<file path="src/rtl/menu_cursor_ctrl.sv">
// Menu cursor controller: turns key strobes into a selected index and drives the cursor
// sprite position/enable at frame boundaries. Define MENU_WRAP_EN to wrap selection at the ends.
module menu_cursor_ctrl #(
  parameter int NUM_OPTIONS    = 3,
  parameter int BASE_X         = 284,
  parameter int BASE_Y         = 200,
  parameter int STEP_Y         = 48,
  parameter int BLINK_FRAMES   = 30,
  parameter int FLASH_FRAMES   = 4,
  parameter int FLASH_COUNT    = 6,
  parameter int HOLDOFF_FRAMES = 8
) (
  input  logic       clk,
  input  logic       rst,
  input  logic       frame_tick,
  input  logic       menu_active,
  input  logic       key_up,
  input  logic       key_down,
  input  logic       key_enter,
  output logic [9:0] posx,
  output logic [8:0] posy,
  output logic       isplay,
  output logic [1:0] sel,
  output logic       confirm,
  output logic       busy
);

  localparam int HW = $clog2(HOLDOFF_FRAMES + 1);
  localparam int BW = $clog2(BLINK_FRAMES + 1);
  localparam int FW = $clog2(FLASH_FRAMES + 1);
  localparam int CW = $clog2(FLASH_COUNT + 1);
  localparam logic [1:0] SEL_MAX = 2'(NUM_OPTIONS - 1);
  localparam logic [8:0] POSY0   = 9'(BASE_Y);

  typedef enum logic [1:0] {ST_IDLE, ST_SELECT, ST_FLASH, ST_DONE} state_t;

  function automatic logic [8:0] f_posy(input logic [1:0] s);
    f_posy = 9'(BASE_Y + STEP_Y * int'(s));
  endfunction

  state_t        r_state;
  logic [1:0]    r_sel;
  logic [8:0]    r_posy;
  logic          r_isplay;
  logic          r_confirm;
  logic          r_pend_valid;
  logic          r_pend_down;
  logic [HW-1:0] r_holdoff;
  logic [BW-1:0] r_blink_cnt;
  logic [FW-1:0] r_flash_cnt;
  logic [CW-1:0] r_toggle_cnt;
  logic          r_key_up_q;
  logic          r_key_down_q;
  logic          r_key_enter_q;

  state_t        w_state_next;
  logic [1:0]    w_sel_next;
  logic [8:0]    w_posy_next;
  logic          w_isplay_next;
  logic          w_confirm_next;
  logic          w_pend_valid_next;
  logic          w_pend_down_next;
  logic [HW-1:0] w_holdoff_next;
  logic [BW-1:0] w_blink_cnt_next;
  logic [FW-1:0] w_flash_cnt_next;
  logic [CW-1:0] w_toggle_cnt_next;
  logic          w_apply;
  logic          w_target_ok;
  logic [1:0]    w_target_sel;

  logic w_up_edge;
  logic w_down_edge;
  logic w_enter_edge;

  assign w_up_edge    = key_up & ~r_key_up_q;
  assign w_down_edge  = key_down & ~r_key_down_q;
  assign w_enter_edge = key_enter & ~r_key_enter_q;

  // Destination of the pending move; w_target_ok drops when a saturating move would leave the range.
  always_comb begin
    w_target_ok  = 1'b1;
    w_target_sel = r_sel;
    if (r_pend_down) begin
      if (r_sel == SEL_MAX) begin
`ifdef MENU_WRAP_EN
        w_target_sel = 2'd0;
`else
        w_target_ok  = 1'b0;
`endif
      end else begin
        w_target_sel = r_sel + 2'd1;
      end
    end else begin
      if (r_sel == 2'd0) begin
`ifdef MENU_WRAP_EN
        w_target_sel = SEL_MAX;
`else
        w_target_ok  = 1'b0;
`endif
      end else begin
        w_target_sel = r_sel - 2'd1;
      end
    end
  end

  always_comb begin
    w_state_next      = r_state;
    w_sel_next        = r_sel;
    w_posy_next       = r_posy;
    w_isplay_next     = r_isplay;
    w_confirm_next    = 1'b0;
    w_pend_valid_next = r_pend_valid;
    w_pend_down_next  = r_pend_down;
    w_holdoff_next    = r_holdoff;
    w_blink_cnt_next  = r_blink_cnt;
    w_flash_cnt_next  = r_flash_cnt;
    w_toggle_cnt_next = r_toggle_cnt;
    w_apply           = 1'b0;

    if (!menu_active) begin
      w_state_next      = ST_IDLE;
      w_sel_next        = 2'd0;
      w_posy_next       = POSY0;
      w_isplay_next     = 1'b0;
      w_pend_valid_next = 1'b0;
      w_pend_down_next  = 1'b0;
      w_holdoff_next    = '0;
      w_blink_cnt_next  = '0;
      w_flash_cnt_next  = '0;
      w_toggle_cnt_next = '0;
    end else begin
      case (r_state)
        ST_IDLE: begin
          w_state_next      = ST_SELECT;
          w_sel_next        = 2'd0;
          w_posy_next       = POSY0;
          w_isplay_next     = 1'b1;
          w_blink_cnt_next  = '0;
          w_holdoff_next    = '0;
          w_pend_valid_next = 1'b0;
        end
        ST_SELECT: begin
          if (w_enter_edge) begin
            w_state_next      = ST_FLASH;
            w_pend_valid_next = 1'b0;
            w_isplay_next     = 1'b1;
            w_flash_cnt_next  = '0;
            w_toggle_cnt_next = '0;
          end else begin
            if (frame_tick) begin
              if (r_pend_valid && w_target_ok) begin
                w_apply           = 1'b1;
                w_sel_next        = w_target_sel;
                w_posy_next       = f_posy(w_target_sel);
                w_pend_valid_next = 1'b0;
                w_holdoff_next    = HW'(HOLDOFF_FRAMES);
                w_blink_cnt_next  = '0;
                w_isplay_next     = 1'b1;
              end else begin
                // An out-of-range move is dropped here without touching the blink phase.
                w_pend_valid_next = 1'b0;
                if (r_holdoff != '0)
                  w_holdoff_next = r_holdoff - HW'(1);
                if (r_blink_cnt == BW'(BLINK_FRAMES - 1)) begin
                  w_blink_cnt_next = '0;
                  w_isplay_next    = ~r_isplay;
                end else begin
                  w_blink_cnt_next = r_blink_cnt + BW'(1);
                end
              end
            end
            if (!w_apply && (w_up_edge ^ w_down_edge) && (r_holdoff == '0)) begin
              w_pend_valid_next = 1'b1;
              w_pend_down_next  = w_down_edge;
            end
          end
        end
        ST_FLASH: begin
          if (frame_tick) begin
            if (r_flash_cnt == FW'(FLASH_FRAMES - 1)) begin
              w_flash_cnt_next = '0;
              w_isplay_next    = ~r_isplay;
              if (r_toggle_cnt == CW'(FLASH_COUNT - 1)) begin
                w_state_next      = ST_DONE;
                w_confirm_next    = 1'b1;
                w_toggle_cnt_next = '0;
              end else begin
                w_toggle_cnt_next = r_toggle_cnt + CW'(1);
              end
            end else begin
              w_flash_cnt_next = r_flash_cnt + FW'(1);
            end
          end
        end
        ST_DONE: begin
          w_isplay_next = 1'b1;
        end
        default: begin
          w_state_next = ST_IDLE;
        end
      endcase
    end
  end

  always_ff @(posedge clk) begin
    if (rst) begin
      r_state       <= ST_IDLE;
      r_sel         <= 2'd0;
      r_posy        <= POSY0;
      r_isplay      <= 1'b0;
      r_confirm     <= 1'b0;
      r_pend_valid  <= 1'b0;
      r_pend_down   <= 1'b0;
      r_holdoff     <= '0;
      r_blink_cnt   <= '0;
      r_flash_cnt   <= '0;
      r_toggle_cnt  <= '0;
      r_key_up_q    <= 1'b0;
      r_key_down_q  <= 1'b0;
      r_key_enter_q <= 1'b0;
    end else begin
      r_state       <= w_state_next;
      r_sel         <= w_sel_next;
      r_posy        <= w_posy_next;
      r_isplay      <= w_isplay_next;
      r_confirm     <= w_confirm_next;
      r_pend_valid  <= w_pend_valid_next;
      r_pend_down   <= w_pend_down_next;
      r_holdoff     <= w_holdoff_next;
      r_blink_cnt   <= w_blink_cnt_next;
      r_flash_cnt   <= w_flash_cnt_next;
      r_toggle_cnt  <= w_toggle_cnt_next;
      r_key_up_q    <= key_up;
      r_key_down_q  <= key_down;
      r_key_enter_q <= key_enter;
    end
  end

  assign posx    = 10'(BASE_X);
  assign posy    = r_posy;
  assign isplay  = r_isplay;
  assign sel     = r_sel;
  assign confirm = r_confirm;
  assign busy    = (r_state == ST_FLASH);

endmodule

</file>
<file path="config.mk">
export PLATFORM = sky130hd
export DESIGN_NAME = menu_cursor_ctrl
export DESIGN_NICKNAME = d
export VERILOG_FILES = /design/src/rtl/menu_cursor_ctrl.sv
export SDC_FILE = /design/constraint.sdc
export NUM_CORES = 1
export LEC_CHECK = 0
export CORE_ASPECT_RATIO = 0.6
export CORE_MARGIN = 2
export CORE_UTILIZATION = 52
export DETAILED_ROUTE_END_ITERATION = 8
export PLACE_DENSITY = 0.85
export SYNTH_ARGS = -nofsm -noshare
export SYNTH_HDL_FRONTEND = slang
export SYNTH_SLANG_ARGS = --single-unit
</file>
<file path="constraint.sdc">
create_clock -name clk -period 2.55 [get_ports clk]
set_clock_uncertainty 0.2 [all_clocks]
set_input_delay 0.51 -clock clk [delete_from_list [all_inputs] [get_ports clk]]
set_output_delay 0.51 -clock clk [all_outputs]
set_load 0.01 [all_outputs]
</file>
* Yosys cells after proc, flatten, opt, wreduce, memory -nomap -nowiden
Index checks and enable logic that the tools add are counted.
** Word-level totals
- Register bits after elaboration :: 35
- Input port bits :: 7
- Output and inout bits :: 24
- Logic and storage cells :: 130
** Operators by class
- Add/sub/neg operators :: 7
- Multiply operators :: 1
- Eq/ne operators :: 18
- Mux-type cells :: 54
- Bitwise operators :: 13
- Reductions and logical operators :: 23
** Operators with widths (count)
- $mux W9 :: 3
- $mux W2 :: 10
- $mux W5 :: 4
- $mux W1 :: 18
- $mux W3 :: 6
- $pmux W9 S2 :: 1
- $mux W4 :: 4
- $reduce_and A4 Y1 :: 4
- $pmux W3 S2 :: 2
- $ne A2 B2 Y1 const B :: 5
- $pmux W5 S2 :: 1
- $add A8 B8 Y9 const A :: 1
- $not A1 Y1 :: 9
- $reduce_and A3 Y1 :: 3
- $ne A4 B4 Y1 const B :: 2
- $pmux W4 S2 :: 1
- $add A3 B1 Y3 const B :: 2
- $eq A2 B2 Y1 const B :: 3
- $ne A3 B3 Y1 const B :: 2
- $pmux W2 S3 :: 1
- $add A5 B1 Y5 const B :: 1
- $eq A5 B5 Y1 const B :: 1
- $reduce_and A5 Y1 :: 1
- $reduce_or A5 Y1 :: 1
- other kinds (22) :: 30

* Logic depth before layout (Yosys ltp)
Gate-level depths: netlist of the first run.
- Word-level depth :: 15
- Gate-level depth with buffers :: 8

* Worst setup path before layout of the first run
Ideal clock, no wire load.
- Path kind :: flip-flop to flip-flop
- From :: register r_state[0]
- To :: register r_toggle_cnt[0]
- Setup time :: 0.071 ns
- Arrival :: 1.653 ns
- Data required time :: 2.279 ns
- Path slack :: 0.626 ns
- Cell stages (with the launch flop) :: 7
- Period minus slack after synthesis :: 1.924 ns
- Path through :: dfxtp_1 > inv_1 > ha_1 > a221oi_4 > nand2_1 > or3_1 > a21oi_1
** Between the ends
- Longest elaborated chain between the ends :: 3
- Elaborated cells between the ends (all ways) :: 8
- Classes of those cells :: eq/ne (5); mux (1); reduce/logical (2)
** Ends and longest elaborated chain
- from (decl) :: line 41 : state_t r_state;
- from (signal assigned) :: line 222 : r_state <= w_state_next;
- $eq A2 B2 Y1 *
- net busy :: line 25 : output logic busy
- $ne A2 B1 Y1 (no line) (tied with other cells)
- $reduce_and A4 Y1 (no line)
- to (signal assigned) :: line 232 : r_toggle_cnt <= w_toggle_cnt_next;
- to (decl) :: line 51 : logic [CW-1:0] r_toggle_cnt;
Mark *: on every way through the listed nets, which the timed path passes. The rest lies on a longest branch.
A chain may end at the register's enable or synchronous reset.

* Worst setup path in the final report of the first run
- From :: register r_state[0]
- To :: output port busy
** Between the ends
- Longest elaborated chain between the ends :: 1
** Ends and longest elaborated chain
- $eq A2 B2 Y1 :: line 244 : assign busy = (r_state == ST_FLASH);
- to (decl) :: line 25
Every way passes these cells.

==> summary.txt, run 1 <==
Clocking
  – CTS tree: yes
  – Cts hold-fix bufs: 0
  – CTS Buf Count: 5
  – Post-CTS sizing: 0
  – Setup repair bufs after CTS: 0
  – CTS Root Cell: clkbuf_8
  – Clk buf depth: 2
  – Clock sink count: 29
  – Worst skew pair latency: 290 ps
  – Clock H-tree levels: 2
  – Clock transition at the registers of the reported paths: 60 ps

Detailed routing
  – Post-route DRC: 0
  – Routed len/inst: 13.5 µm
  – DR vias: 1,328
  – Post-route antenna net violation count: 0
  – Via density: 5.21
  – DRT iter0 DRCs: 96
  – DRT Wirelength: 3.44 mm
  – Pre-antenna DRT Iters: 4

Final layout
  – Antenna Cells: 0
  – Layout overhead on the synthesized area: 14.6%
  – Nets: 234
  – Layout cells sized above 1: 9.86%
  – Fill cells: 259
  – Fin cells: 255

Status
  – Status: complete, no violations

STA
  – Finish-stage setup viols: 0
  – Final Hold Violating Endpoints: 0
  – RSZ-0062 raised after global routing: false
  – Max Freq: 0.411 GHz
  – Hold slack: 272 ps
  – Slew Limit Fails: 0
  – Slew of the pin with the lowest slew margin: 576 ps
  – Period minus WS final: 2430 ps
  – Fin crit share: 95.3%
  – PnR worst setup slack: 120 ps
  – Slew Limit Headroom: 61.4%
  – Setup TNS: 0 ps

Global routing
  – Vias in the first global route: 1,221
  – Total grt overflow: 0
  – First-pass GRT wire length: 5.78 mm
  – GRT Resource Usage Total: 21.3%
  – Initial antenna violation count: 0
  – Pin count of the biggest net entering global routing: 12

Flow run
  – Max cap viols: 0

Hold path
  – Tightest Hold Check Type: reg -> reg

Floorplan
  – Number of cell rows: 15
  – # IOs: 31
  – Die ar.: 3740 µm²
  – Die width: 77.6 µm
  – Die Height: 48.2 µm
  – Initial core utilization: 56.6%
  – Total core area: 2980 µm²

Setup path
  – Crit-path cells: inv_1 > ha_1 > clkdlybuf4s50_1
  – Crit-path max FO: 8
  – Req. time, crit path: 1840 ps
  – Crit Path Category: reg -> out
  – Critical path's slowest cell: clkdlybuf4s50_1
  – WP data arrival: 1720 ps
  – Max incr delay on CP: 610 ps
  – CP Launch Type: register
  – Critical Path End Type: primary output

Logic synthesis
  – Asr flop ratio synth: 0%
  – Count of unique library cells instantiated by Yosys: 50
  – Synthesized netlist cell count: 190
  – Sequential area share after synthesis: 34.3%
  – Number of synthesized flops with an enable pin: 0
  – Synth Warn #: 0
  – Mapped cell area: 1690 µm²
  – Average size of a mapped cell: 8.90 µm²
  – Synthesized flop and latch total: 29
  – Primary FF master, synth: dfxtp_1

Power and ir drop
  – Peak VDD IR: 0.462 mV
  – Design Power: 992 µW
  – PD cells: 512 nW/µm²
  – Leak: 0.797 nW

Place
  – Inst Count DP: 247
  – Port Buffers: 16
  – Setup slack after placement: 77.4 ps
  – DP HPWL: 2.56 mm
  – Final Wtd Congestion: 0.861
-- cells by family after synthesis --
| group | after synthesis | share of synthesized area [%] |
|---|---|---|
| buffers and inverters | 31 | 10.9 |
| other | 2 | 0.444 |
| AND/OR/NAND/NOR | 63 | 20.7 |
| flip-flops | 29 | 34.3 |
| adder cells (fa/ha/maj) | 15 | 11.1 |
| multiplexers | 6 | 3.63 |
| XOR/XNOR | 5 | 2.59 |
| AO/OA/AOI/OAI | 39 | 16.4 |
-- critical path: cells and delay by family, from the launching register on --
family,cells,cell delay (ps)
fa+ha+maj,1,370
buf+inv,2,710
flops,1,350
-- area by class of cell --
type | count | area, µm² | share of cell area (%)
flip-flops and latches | 29 | 581 | 30.0
inverters | 12 | 45.0 | 2.33
repair buffers | 22 | 205 | 10.6
clock inverters | 2 | 10.0 | 0.517
well taps | 42 | 52.6 | 2.71
multi-input cells | 142 | 971 | 50.1
clock buffers | 6 | 72.6 | 3.75
-- synth_stat cells, types with 2 or more instances --
cell       number  share of area, %
a211oi_1        2              0.89
a21o_1          2              0.89
a21oi_1        10               3.0
a2bb2oi_1       2               1.0
a31oi_1         2              0.74
and3_1          5               1.9
buf_4          16               7.1
clkbuf_1        2              0.44
conb_1          2              0.44
dfxtp_1        29                34
ha_1           15                11
inv_1          11               2.4
mux2i_1         5               3.0
nand2_1        10               2.2
nand2b_1        5               1.9
nand3b_1        2              0.89
nand4_1         2              0.74
nand4b_1        2               1.0
nor2_1         14               3.1
nor2b_1         7               2.6
nor3_1          4               1.2
nor4_1          2              0.74
o21ai_0         7               2.1
o21ai_1         2              0.59
or2_2           2              0.74
xnor2_1         3               1.6
xor2_1          2               1.0
-- placed cells by master (no fill, tap or decap), types with 3 or more instances in the layout --
cell,n
a21oi_1,10
and3_1,5
buf_4,6
clkbuf_8,5
clkdlybuf4s50_1,16
conb_1,14
dfxtp_1,29
ha_1,15
inv_1,11
mux2i_1,5
nand2_1,10
nand2b_1,5
nor2_1,14
nor2b_1,7
nor3_1,4
o21ai_0,7
xnor2_1,3
-- where the power goes --
group	switching (mW)	internal, mW
combinational	0.0914	0.0610
clock	0.180	0.188
sequential	0.00834	0.462
total	0.280	0.712
-- through the flow --
step,cell area [µm²],utilization (%)
after floorplan,1740,-
after global placement,1850,62.1
after detailed placement,1850,62.1
after CTS,1940,64.9
after global routing,1940,64.9
final,1940,64.9
-- sequential cells by signal, summed over array words and instances (netlist names) --
register       count
r_key_down_q       1
confirm            1
posy               3
r_pend_down        1
r_toggle_cnt       3
r_key_enter_q      1
r_flash_cnt        3
r_key_up_q         1
r_blink_cnt        5
isplay             1
r_state            2
sel                2
r_pend_valid       1
r_holdoff          4
-- layer usage --
layer | vias to the layer above | wire length [µm] | track usage, %
met5 | - | 0 | 0
met4 | 0 | 60 | 10.7
li1 | 678 | - | -
met1 | 598 | 1820 | 28.5
met3 | 7 | 248 | 7.59
met2 | 45 | 1310 | 31.0
-- worst paths after layout --
| check | start | end | slack [ps] | cells past startpoint |
|---|---|---|---|---|
| hold / removal | r_flash_cnt[1] | r_flash_cnt[1] | 270 | 2 |
| setup reg to reg | r_state[1] | r_holdoff[1] | 230 | 6 |
| hold reg to reg | r_flash_cnt[1] | r_flash_cnt[1] | 270 | 2 |
| setup / recovery | r_state[0] | busy | 120 | 3 |
Power figures use the tool's default switching activity.
==> run 2: changes to the inputs <==
--- a/config.mk
+++ b/config.mk
@@ -5,11 +5,13 @@
 export SDC_FILE = /design/constraint.sdc
 export NUM_CORES = 1
 export LEC_CHECK = 0
+export ABC_CLOCK_PERIOD_IN_PS = 2550
 export CORE_ASPECT_RATIO = 0.6
 export CORE_MARGIN = 2
 export CORE_UTILIZATION = 52
 export DETAILED_ROUTE_END_ITERATION = 8
 export PLACE_DENSITY = 0.85
+export SETUP_SLACK_MARGIN = 0.05
 export SYNTH_ARGS = -nofsm -noshare
 export SYNTH_HDL_FRONTEND = slang
 export SYNTH_SLANG_ARGS = --single-unit
==> results of run 2 <==
The final DEF is identical to that of run 1; final timing and power are the same.
